<file path="src/rtl/hdmi_tx_encode_multi.sv">
// ---------------------------------------------------------------------------
// hdmi_tx_encode_multi
//   NUM_CH-lane TMDS encoder for the HDMI/DVI transmit path, placed between
//   timing/packet generation and the 10:1 serializers. Each lane codes one
//   10-bit symbol per pixel clock in one of five shared period modes:
//   control, video (8b10b TMDS with DC balance), data island (TERC4),
//   video guard band and data-island guard band. All lanes share a fixed
//   five-stage pipeline, so every lane emits its symbol on the same clock.
//
// Parameters
//   NUM_CH   number of TMDS lanes (1..8); guard-band codes use lane i mod 3
//   HDMI_EN  0 builds a DVI-only encoder: modes 2..4 are coded as control
//
// Ports
//   clk       pixel clock
//   reset     asynchronous, active-high reset
//   cke       pipeline advance enable; every register holds while low
//   in_mode   0=CTRL 1=VIDEO 2=DATA_ISLAND 3=VID_GB 4=DI_GB, 5..7 illegal
//   in_d      video byte per lane,    lane i = in_d[8i+7:8i]
//   in_c      control {c1,c0} per lane, lane i = in_c[2i+1:2i]
//   in_aux    TERC4 nibble per lane,  lane i = in_aux[4i+3:4i]
//   out_d     TMDS symbol per lane,   lane i = out_d[10i+9:10i], bit0 first
//   out_mode  in_mode aligned with out_d
//   out_err   sticky flag, set once an illegal mode reaches the output
// ---------------------------------------------------------------------------
module hdmi_tx_encode_multi #(
    parameter int NUM_CH  = 3,
    parameter int HDMI_EN = 1
) (
    input  logic                  clk,
    input  logic                  reset,
    input  logic                  cke,
    input  logic [2:0]            in_mode,
    input  logic [8*NUM_CH-1:0]   in_d,
    input  logic [2*NUM_CH-1:0]   in_c,
    input  logic [4*NUM_CH-1:0]   in_aux,
    output logic [10*NUM_CH-1:0]  out_d,
    output logic [2:0]            out_mode,
    output logic                  out_err
);

    localparam logic [2:0] MODE_CTRL   = 3'd0;
    localparam logic [2:0] MODE_VIDEO  = 3'd1;
    localparam logic [2:0] MODE_DI     = 3'd2;
    localparam logic [2:0] MODE_VID_GB = 3'd3;
    localparam logic [2:0] MODE_DI_GB  = 3'd4;

    localparam logic [9:0] CTRL_00 = 10'b1101010100;
    localparam logic [9:0] GB_A    = 10'b1011001100;
    localparam logic [9:0] GB_B    = 10'b0100110011;

    function automatic logic [9:0] ctrl_code(input logic [1:0] c);
        logic [9:0] sym;
        case (c)
            2'b00:   sym = 10'b1101010100;
            2'b01:   sym = 10'b0010101011;
            2'b10:   sym = 10'b0101010100;
            default: sym = 10'b1010101011;
        endcase
        return sym;
    endfunction

    function automatic logic [9:0] terc4_code(input logic [3:0] nib);
        logic [9:0] sym;
        case (nib)
            4'h0:    sym = 10'b1010011100;
            4'h1:    sym = 10'b1001100011;
            4'h2:    sym = 10'b1011100100;
            4'h3:    sym = 10'b1011100010;
            4'h4:    sym = 10'b0101110001;
            4'h5:    sym = 10'b0100011110;
            4'h6:    sym = 10'b0110001110;
            4'h7:    sym = 10'b0100111100;
            4'h8:    sym = 10'b1011001100;
            4'h9:    sym = 10'b0100111001;
            4'hA:    sym = 10'b0110011100;
            4'hB:    sym = 10'b1011000110;
            4'hC:    sym = 10'b1010001110;
            4'hD:    sym = 10'b1001110001;
            4'hE:    sym = 10'b0101100011;
            default: sym = 10'b1011000011;
        endcase
        return sym;
    endfunction

    // Shared mode pipeline; stage 5 is the output register itself.
    logic [2:0] s1_mode, s2_mode, s3_mode, s4_mode;
    logic       s3_video;

    assign s3_video = (s3_mode == MODE_VIDEO);

    // NOTE: sequential state uses non-blocking assignments so every stage
    // samples the previous stage's value from before this clock edge.
    always_ff @(posedge clk or posedge reset) begin
        if (reset) begin
            s1_mode  <= MODE_CTRL;
            s2_mode  <= MODE_CTRL;
            s3_mode  <= MODE_CTRL;
            s4_mode  <= MODE_CTRL;
            out_mode <= MODE_CTRL;
            out_err  <= 1'b0;
        end else if (cke) begin
            s1_mode  <= in_mode;
            s2_mode  <= s1_mode;
            s3_mode  <= s2_mode;
            s4_mode  <= s3_mode;
            out_mode <= s4_mode;
            if (s4_mode > MODE_DI_GB) begin
                out_err <= 1'b1;
            end
        end
    end

    for (genvar i = 0; i < NUM_CH; i++) begin : g_lane
        localparam int LANE_MOD = i % 3;

        logic [7:0] d_lane;
        logic [1:0] c_lane;
        logic [3:0] aux_lane;

        assign d_lane   = in_d[8*i +: 8];
        assign c_lane   = in_c[2*i +: 2];
        assign aux_lane = in_aux[4*i +: 4];

        logic [3:0]        ones_d;
        logic              use_xnor;
        logic [9:0]        side_sym;
        logic [8:0]        qm_nxt;
        logic [3:0]        ones_qm;
        logic [9:0]        vid_sym;
        logic signed [4:0] cnt_nxt;
        logic signed [4:0] two_qm8;
        logic signed [4:0] two_nqm8;

        logic [7:0]        s1_d;
        logic              s1_xnor;
        logic [9:0]        s1_sym;
        logic [8:0]        s2_qm;
        logic [9:0]        s2_sym;
        logic [8:0]        s3_qm;
        logic signed [4:0] s3_n;
        logic [9:0]        s3_sym;
        logic [9:0]        s4_sym;
        logic signed [4:0] cnt;
        logic [9:0]        sym_q;

        // Stage 1: transition-minimising choice (xnor vs xor).
        // NOTE: every always_comb output gets a default first so no path
        // leaves it unassigned and no latch is inferred.
        always_comb begin
            ones_d = '0;
            for (int b = 0; b < 8; b++) begin
                ones_d = ones_d + 4'(d_lane[b]);
            end
            use_xnor = (ones_d > 4'd4) || ((ones_d == 4'd4) && !d_lane[0]);
        end

        // Non-video symbol is resolved up front and carried down the pipe;
        // a DVI-only build falls back to the control code for HDMI modes.
        always_comb begin
            side_sym = ctrl_code(c_lane);
            if (HDMI_EN != 0) begin
                case (in_mode)
                    MODE_DI:     side_sym = terc4_code(aux_lane);
                    MODE_VID_GB: side_sym = (LANE_MOD == 1) ? GB_B : GB_A;
                    MODE_DI_GB:  side_sym = (LANE_MOD == 0) ? terc4_code(aux_lane) : GB_B;
                    default:     side_sym = ctrl_code(c_lane);
                endcase
            end
        end

        // Stage 2: q_m chain; q_m[8] records xor (1) or xnor (0).
        always_comb begin
            qm_nxt    = '0;
            qm_nxt[0] = s1_d[0];
            for (int b = 1; b < 8; b++) begin
                qm_nxt[b] = s1_xnor ? ~(qm_nxt[b-1] ^ s1_d[b]) : (qm_nxt[b-1] ^ s1_d[b]);
            end
            qm_nxt[8] = ~s1_xnor;
        end

        // Stage 3: ones in q_m[7:0]; disparity n = 2*ones - 8.
        always_comb begin
            ones_qm = '0;
            for (int b = 0; b < 8; b++) begin
                ones_qm = ones_qm + 4'(s2_qm[b]);
            end
        end

        // Stage 4: DC balance against the running disparity of this lane.
        always_comb begin
            two_qm8  = s3_qm[8] ? 5'sd2 : 5'sd0;
            two_nqm8 = s3_qm[8] ? 5'sd0 : 5'sd2;
            vid_sym  = '0;
            cnt_nxt  = cnt;
            if ((cnt == 5'sd0) || (s3_n == 5'sd0)) begin
                vid_sym = {~s3_qm[8], s3_qm[8], s3_qm[8] ? s3_qm[7:0] : ~s3_qm[7:0]};
                cnt_nxt = s3_qm[8] ? (cnt + s3_n) : (cnt - s3_n);
            end else if (cnt[4] == s3_n[4]) begin
                // Both nonzero here, so equal sign bits mean equal signs.
                vid_sym = {1'b1, s3_qm[8], ~s3_qm[7:0]};
                cnt_nxt = cnt + two_qm8 - s3_n;
            end else begin
                vid_sym = {1'b0, s3_qm[8], s3_qm[7:0]};
                cnt_nxt = cnt - two_nqm8 + s3_n;
            end
        end

        always_ff @(posedge clk or posedge reset) begin
            if (reset) begin
                s1_d    <= '0;
                s1_xnor <= 1'b0;
                s1_sym  <= CTRL_00;
                s2_qm   <= '0;
                s2_sym  <= CTRL_00;
                s3_qm   <= '0;
                s3_n    <= '0;
                s3_sym  <= CTRL_00;
                s4_sym  <= CTRL_00;
                cnt     <= '0;
                sym_q   <= CTRL_00;
            end else if (cke) begin
                s1_d    <= d_lane;
                s1_xnor <= use_xnor;
                s1_sym  <= side_sym;
                s2_qm   <= qm_nxt;
                s2_sym  <= s1_sym;
                s3_qm   <= s2_qm;
                s3_n    <= $signed({ones_qm, 1'b0} - 5'd8);
                s3_sym  <= s2_sym;
                // Any non-video symbol clears the disparity, so each video
                // period starts balanced.
                s4_sym  <= s3_video ? vid_sym : s3_sym;
                cnt     <= s3_video ? cnt_nxt : 5'sd0;
                sym_q   <= s4_sym;
            end
        end

        assign out_d[10*i +: 10] = sym_q;
    end

endmodule

</file>
<file path="config.mk">
export PLATFORM = sky130hd
export DESIGN_NAME = hdmi_tx_encode_multi
export DESIGN_NICKNAME = d
export VERILOG_FILES = /design/src/rtl/hdmi_tx_encode_multi.sv
export SDC_FILE = /design/constraint.sdc
export NUM_CORES = 1
export LEC_CHECK = 0
export CORE_MARGIN = 1
export CORE_UTILIZATION = 25
export DETAILED_ROUTE_END_ITERATION = 12
export GPL_TIMING_DRIVEN = 0
export SLEW_MARGIN = 20
export SYNTH_ARGS = -nofsm -noshare
export SYNTH_HDL_FRONTEND = slang
export SYNTH_SLANG_ARGS = --single-unit
</file>
<file path="constraint.sdc">
create_clock -name clk -period 10.5 [get_ports clk]
set_clock_uncertainty 0.15 [all_clocks]
set_input_delay 2.1 -clock clk [delete_from_list [all_inputs] [get_ports clk]]
set_output_delay 2.1 -clock clk [all_outputs]
set_load 0.03 [all_outputs]
</file>
Word level (Yosys, flattened, before mapping)
Memory sizes are Yosys's and may differ from the RTL's.
Index checks and enable logic that the tools add are counted.
- register bits after elaboration: 277
- bits in latches: 0
- memory bits (writable): 0
- ROM bits: 640
- bits of input ports: 48
- output and inout port bits: 34
- word-level logic and storage cells: 257
- memories kept: 4
- memories (memory ; depth ; width ; rd ports ; clocked after Yosys merged registers in ; wr ports ; line ; text):
    (name not given) ; 16 ; 10 ; 1 ; 0 ; 0 ; 65 ; case (nib)
    (name not given) ; 16 ; 10 ; 1 ; 0 ; 0 ; 65 ;
    (name not given) ; 16 ; 10 ; 1 ; 0 ; 0 ; 65 ;
    (name not given) ; 16 ; 10 ; 1 ; 0 ; 0 ; 65 ;
- $add $sub $neg: 63
- $mul: 0
- divide/modulo/power cells: 0
- order comparisons: 4
- equal/unequal tests: 16
- shift operators: 0
- muxes and demuxes: 57
- bitwise gates (word level): 51
- reductions and logical operators: 23
- operators with widths (cell ; number):
    $pmux W10 S3 ; 5
    $add A4 B1 Y4 ; 24
    $mux W10 ; 9
    $mux W5 ; 12
    $add A5 B5 Y5 ; 6
    $logic_not A5 Y1 ; 6
    $sub A5 B5 Y5 ; 6
    $not A1 Y1 ; 27
    $add A3 B1 Y4 ; 6
    $mux W8 ; 3
    $not A8 Y8 ; 3
    $mux W1 ; 21
    $xor A1 B1 Y1 ; 21
    $pmux W10 S2 ; 1
    $add A2 B1 Y3 ; 6
    $add A5 B3 Y5 ; 3
    $sub A5 B3 Y5 ; 3
    $sub A5 B4 Y5 const B ; 3
    $add A1 B1 Y2 ; 6
    $eq A4 B3 Y1 const B ; 3
    $gt A4 B3 Y1 const B ; 3
    $mux W2 ; 6
    $eq A2 B1 Y1 const B ; 3
    $eq A2 B2 Y1 const B ; 3
    11 further kinds ; 25

Depth between registers and ports, before layout
- depth after elaboration: 21
- depth in mapped cells: 11
- gate-level depth less buffers: 11

Least setup slack after synthesis
Ideal clock, no wire load.
- kind: input -> register
- start point: input port in_d[0]
- end point: register g_lane[0].s1_xnor
- library setup time: 0.137 ns
- arrival: 4.726 ns
- required time: 10.213 ns
- path slack: 5.487 ns
- cell stages on the path: 11
- buffers on the path: 0
- cell sequence: inv_1 -> fa_1 -> fa_1 -> fa_1 -> inv_1 -> ha_1 -> fa_1 -> nor3_1 -> o21ai_0 -> a21oi_1 -> a21oi_1
- longest elaborated chain between the ends: 10
- elaborated cells between the ends (all ways): 12
- classes of those cells: add/sub: 7; order compare: 1; eq/ne: 1; reduce/logical: 3
- ends and longest elaborated chain (item ; line ; text):
    start, declared ; 34 ; input logic [8*NUM_CH-1:0] in_d,
    parallel branches: the longest is 9 deep, another holds $add A3 B1 Y4 ; - ;
    $logic_or A1 B1 Y1 (*) ; 155 ; use_xnor = (ones_d > 4'd4) || ((ones_d == 4'd4) && !d_lane[0]);
    end signal, assigned ; 224 ; s1_xnor <= use_xnor;
    end, declared ; 136 ; logic s1_xnor;
Mark *: on every way between the ends.
A chain may end at the register's enable or synchronous reset.

Final worst setup path
Ends and elaborated chain as after synthesis.

==> impl_metrics.csv <==
group,metric,value,unit
sta,drv_slew,0,
clock_tree,holdBufCountCts,0,
grt,grt_pass1_wl,60.54,mm
drt,drt_iter0_markers,464,
grt,antenna_found_initial,3,
drt,drcViolationCount,0,
flow_run,cap_viol_max_count,0,
drt,num_vias,10260,
floorplanning,dieArea,0.06184,mm^2
yosys,yosysTopAreaCellShare,32.24,%
clock_tree,cts_sinks,271,
worst_setup_path,path_cells,"clkdlybuf4s50_1 -> inv_1 -> fa_1 -> fa_1 -> fa_1 -> inv_1 -> ha_1 -> fa_1 -> nor3_1 -> o21ai_0 -> a21oi_1 -> a21oi_1",
placement,hpwl,27.98,mm
clock_tree,root_buffer,"clkbuf_16",
yosys,postSynthCellCount,1350,
final_layout,multi_input_area,0.007559,mm^2
final_layout,nFillCells,6102,
yosys,seq_area_frac_synth,45.19,%
power_and_ir_drop,powerDensity,276.9,mW/mm^2
clock_tree,clk_path_buf_depth,3,
sta,timing.hold.ws,338.7,ps
power_and_ir_drop,pwr-share-seq,33.2,%
drt,postRouteAntennaNets,0,
worst_setup_path,rrSetupSlack,7160,ps
drt,via_per_inst,4.539,
yosys,synth_nets,1524,
placement,placed_cell_area,0.01702,mm^2
yosys,synth.largest_area_cell,"dfrtp_1",
worst_setup_path,crit_arrival,5470,ps
clock_tree,post_cts_buffers,0,
sta,worstMarginPinSlew,1111,ps
final_layout,nNetsFinal,1631,
placement,numPortBuffers,76,
worst_setup_path,critPathKind,"primary input to flip-flop",
floorplanning,num_rows,90,
yosys,ys_types,51,
clock_tree,h-tree-depth,1,
yosys,synth-edff-count,0,
worst_setup_path,cp_max_fo,2,
clock_tree,insertion_delay,550,ps
placement,gp_congestion,0.8610,
yosys,synth_top_cells_by_count,"dfrtp_1 (196), mux2_2 (189), inv_1 (138), nor2_1 (90), ha_1 (87)",
worst_setup_path,crit_top_cell,"fa_1",
worst_hold_path,worstHoldStart,"g_lane[1].s2_qm[8]",
worst_setup_path,endpoint_kind,"flip-flop",
final_layout,seq_area,0.006875,mm^2
yosys,synth_seq_cells,271,
yosys,synth_ff_type,"dfrtp_1",
grt,grt_overflow_total,0,
power_and_ir_drop,p_leak,7.653,nW
power_and_ir_drop,p_comb_share,47.7,%
sta,fin_crit_sh,49.84,%
worst_setup_path,r2r.worst_path.cells,9,
sta,setup-violations-final,0,
power_and_ir_drop,p_int,0.003079,W
power_and_ir_drop,ir_worst_vdd,0.0001407,V
floorplanning,core_area,0.06025,mm^2
clock_tree,cts_resized,0,
sta,hold_viol_final,0,
grt,grt_max_degree,96,
sta,final.setup.tns,0,ps
drt,first_pass_iters,5,
worst_setup_path,timing.rr.start,"g_lane[0].s2_qm[0]",
sta,rsz0062_at_grt,"no",
final_layout,antenna_cells,0,
clock_tree,cts_buffers,27,
worst_hold_path,hold_path_depth,2,
sta,worst_slack,5266,ps
floorplanning,start_util,25.25,%
yosys,yosys-top-cells-area,"dfrtp_1 (32%), mux2_2 (14%), dfstp_2 (13%), ha_1 (7.2%), fa_1 (5.1%)",
drt,wl_per_cell,16.30,um
floorplanning,ios,82,
worst_setup_path,slowest_delay,570,ps
yosys,synth.most_common_cell,"dfrtp_1",
worst_hold_path,hold_class,"flip-flop to flip-flop",
status,status,"completed",
worst_setup_path,r2r_end,"g_lane[0].s3_n[4]",
worst_setup_path,cp.required,10730,ps
power_and_ir_drop,p_switching,0.001875,W
worst_setup_path,cpMaxStageDelayCell,"fa_1",
worst_setup_path,cp-start-kind,"primary input",
final_layout,area_delta_synth_final,17.60,%
sta,maxSlewHeadroom,25.96,%
floorplanning,fp.dieW,248.7,um
power_and_ir_drop,clkPwrFrac,19.2,%
yosys,async_flop_share,100.0,%
floorplanning,die_h,248.7,um
yosys,syn_area,0.01521,mm^2
final_layout,drive_above_1_share,21.99,%
clock_tree,cts_tree,"done",
yosys,synth.avg_cell_area,11.27,um^2
grt,grt_pass1_vias,10880,
clock_tree,clkTransAtPathRegs,60,ps
worst_hold_path,hold_end,"g_lane[1].s3_qm[8]",
grt,grtUsageTotal,12.17,%
final_layout,finalInstanceArea,0.01789,mm^2
placement,place_ws,4662,ps
sta,fmaxAchievable,191.1,MHz
sta,period_needed,5234,ps
yosys,yosysWarnings,0,
drt,wl,36.83,mm
power_and_ir_drop,sw_frac_of_total,37.84,%
-- metal layers --
layer	wire (um)	up-vias	GRT usage (%)
met5	25	-	0
li1	-	4846	-
met3	1311	44	1.654
met2	18570	180	21.48
met4	610	4	3.301
met1	16320	5185	15.50
-- sequential cells by signal, summed over array words and instances, names as in the netlist --
| name | flops |
|---|---|
| s3_mode | 3 |
| out_mode | 3 |
| g_lane.s3_qm | 27 |
| g_lane.s1_xnor | 3 |
| g_lane.s2_qm | 27 |
| g_lane.s1_d | 24 |
| g_lane.sym_q | 30 |
| g_lane.s4_sym | 30 |
| s2_mode | 3 |
| out_err | 1 |
| g_lane.cnt | 12 |
| g_lane.s1_sym | 30 |
| g_lane.s2_sym | 30 |
| s1_mode | 3 |
| g_lane.s3_sym | 30 |
| g_lane.s3_n | 12 |
| s4_mode | 3 |
-- power by group through the flow --
stage                     clock [W]  combinational [W]  sequential [W]
after CTS                  0.000981            0.00240         0.00165
after floorplan                   0            0.00168         0.00169
after global placement            0            0.00228         0.00165
after detailed placement          0            0.00237         0.00167
after global routing        0.00102            0.00266         0.00169
final                      0.000950            0.00236         0.00164
-- worst max-delay path by stage --
stage | start | end | depth (start not counted)
after floorplan | reset | g_lane[0].cnt[1] | 1
after global placement | reset | g_lane[0].s1_sym[0] | 2
after detailed placement | in_d[16] | g_lane[2].s1_xnor | 12
after CTS | in_d[16] | g_lane[2].s1_xnor | 12
after global routing | in_d[8] | g_lane[1].s1_xnor | 12
final | in_d[0] | g_lane[0].s1_xnor | 12
-- cell type report --
class                           instances  area share (%)
Multi-Input combinational cell        876           42.25
Sequential cell                       271           38.43
Tap cell                              782           5.469
Timing Repair Buffer                   78           4.560
Clock buffer                           40           4.385
Inverter                              138           2.937
Buffer                                 65           1.490
Clock inverter                         10          0.4826
-- cells in the final DEF, fill, tap and decap left out, types with 3 or more instances in the layout --
cell type,instances
o21ai_0,55
xor2_1,19
ha_1,87
or4_1,9
a31oi_1,22
clkdlybuf4s50_1,76
mux2i_1,46
fa_1,39
o211ai_1,10
dfrtp_1,196
mux2_2,189
a21o_1,10
nand2_1,58
buf_2,6
clkinv_2,6
nor2_1,90
xnor3_1,6
a21oi_1,71
o21a_1,3
a211oi_1,10
nand3_1,13
nor3_1,16
xor3_1,3
inv_1,137
o221ai_1,5
clkbuf_16,27
nand2b_1,8
o22ai_1,11
clkbuf_8,6
o22a_1,8
dfstp_2,75
xnor2_1,37
buf_1,3
nor4bb_1,3
o31ai_1,11
clkbuf_1,61
nor2b_1,13
-- logic make-up after synthesis --
group | synth area share [%]
AO/OA/AOI/OAI | 8.989
XOR/XNOR | 4.581
adder cells (fa/ha/maj) | 12.29
buffers and inverters | 5.157
flip-flops | 45.19
multiplexers | 17.02
AND/OR/NAND/NOR | 6.777
-- per-stage QoR --
| step | instances | total power, W | util (%) |
|---|---|---|---|
| global placement | 2208 | 0.003934 | 28.14 |
| detailed placement | 2210 | 0.004036 | 28.25 |
| global route | 2260 | 0.005376 | 29.70 |
| floorplan | 1350 | 0.003371 | - |
| finish | 2260 | 0.004954 | 29.70 |
| CTS | 2260 | 0.005026 | 29.70 |
-- worst max-delay path, delay by kind of cell --
family	cells	cell delay [ps]
AOI/OAI and AO/OA	3	380
adders and majority gates	5	2130
buffers and inverters	3	590
and+or+nand+nor	1	260
No activity file was read; power rests on OpenSTA's default activity.
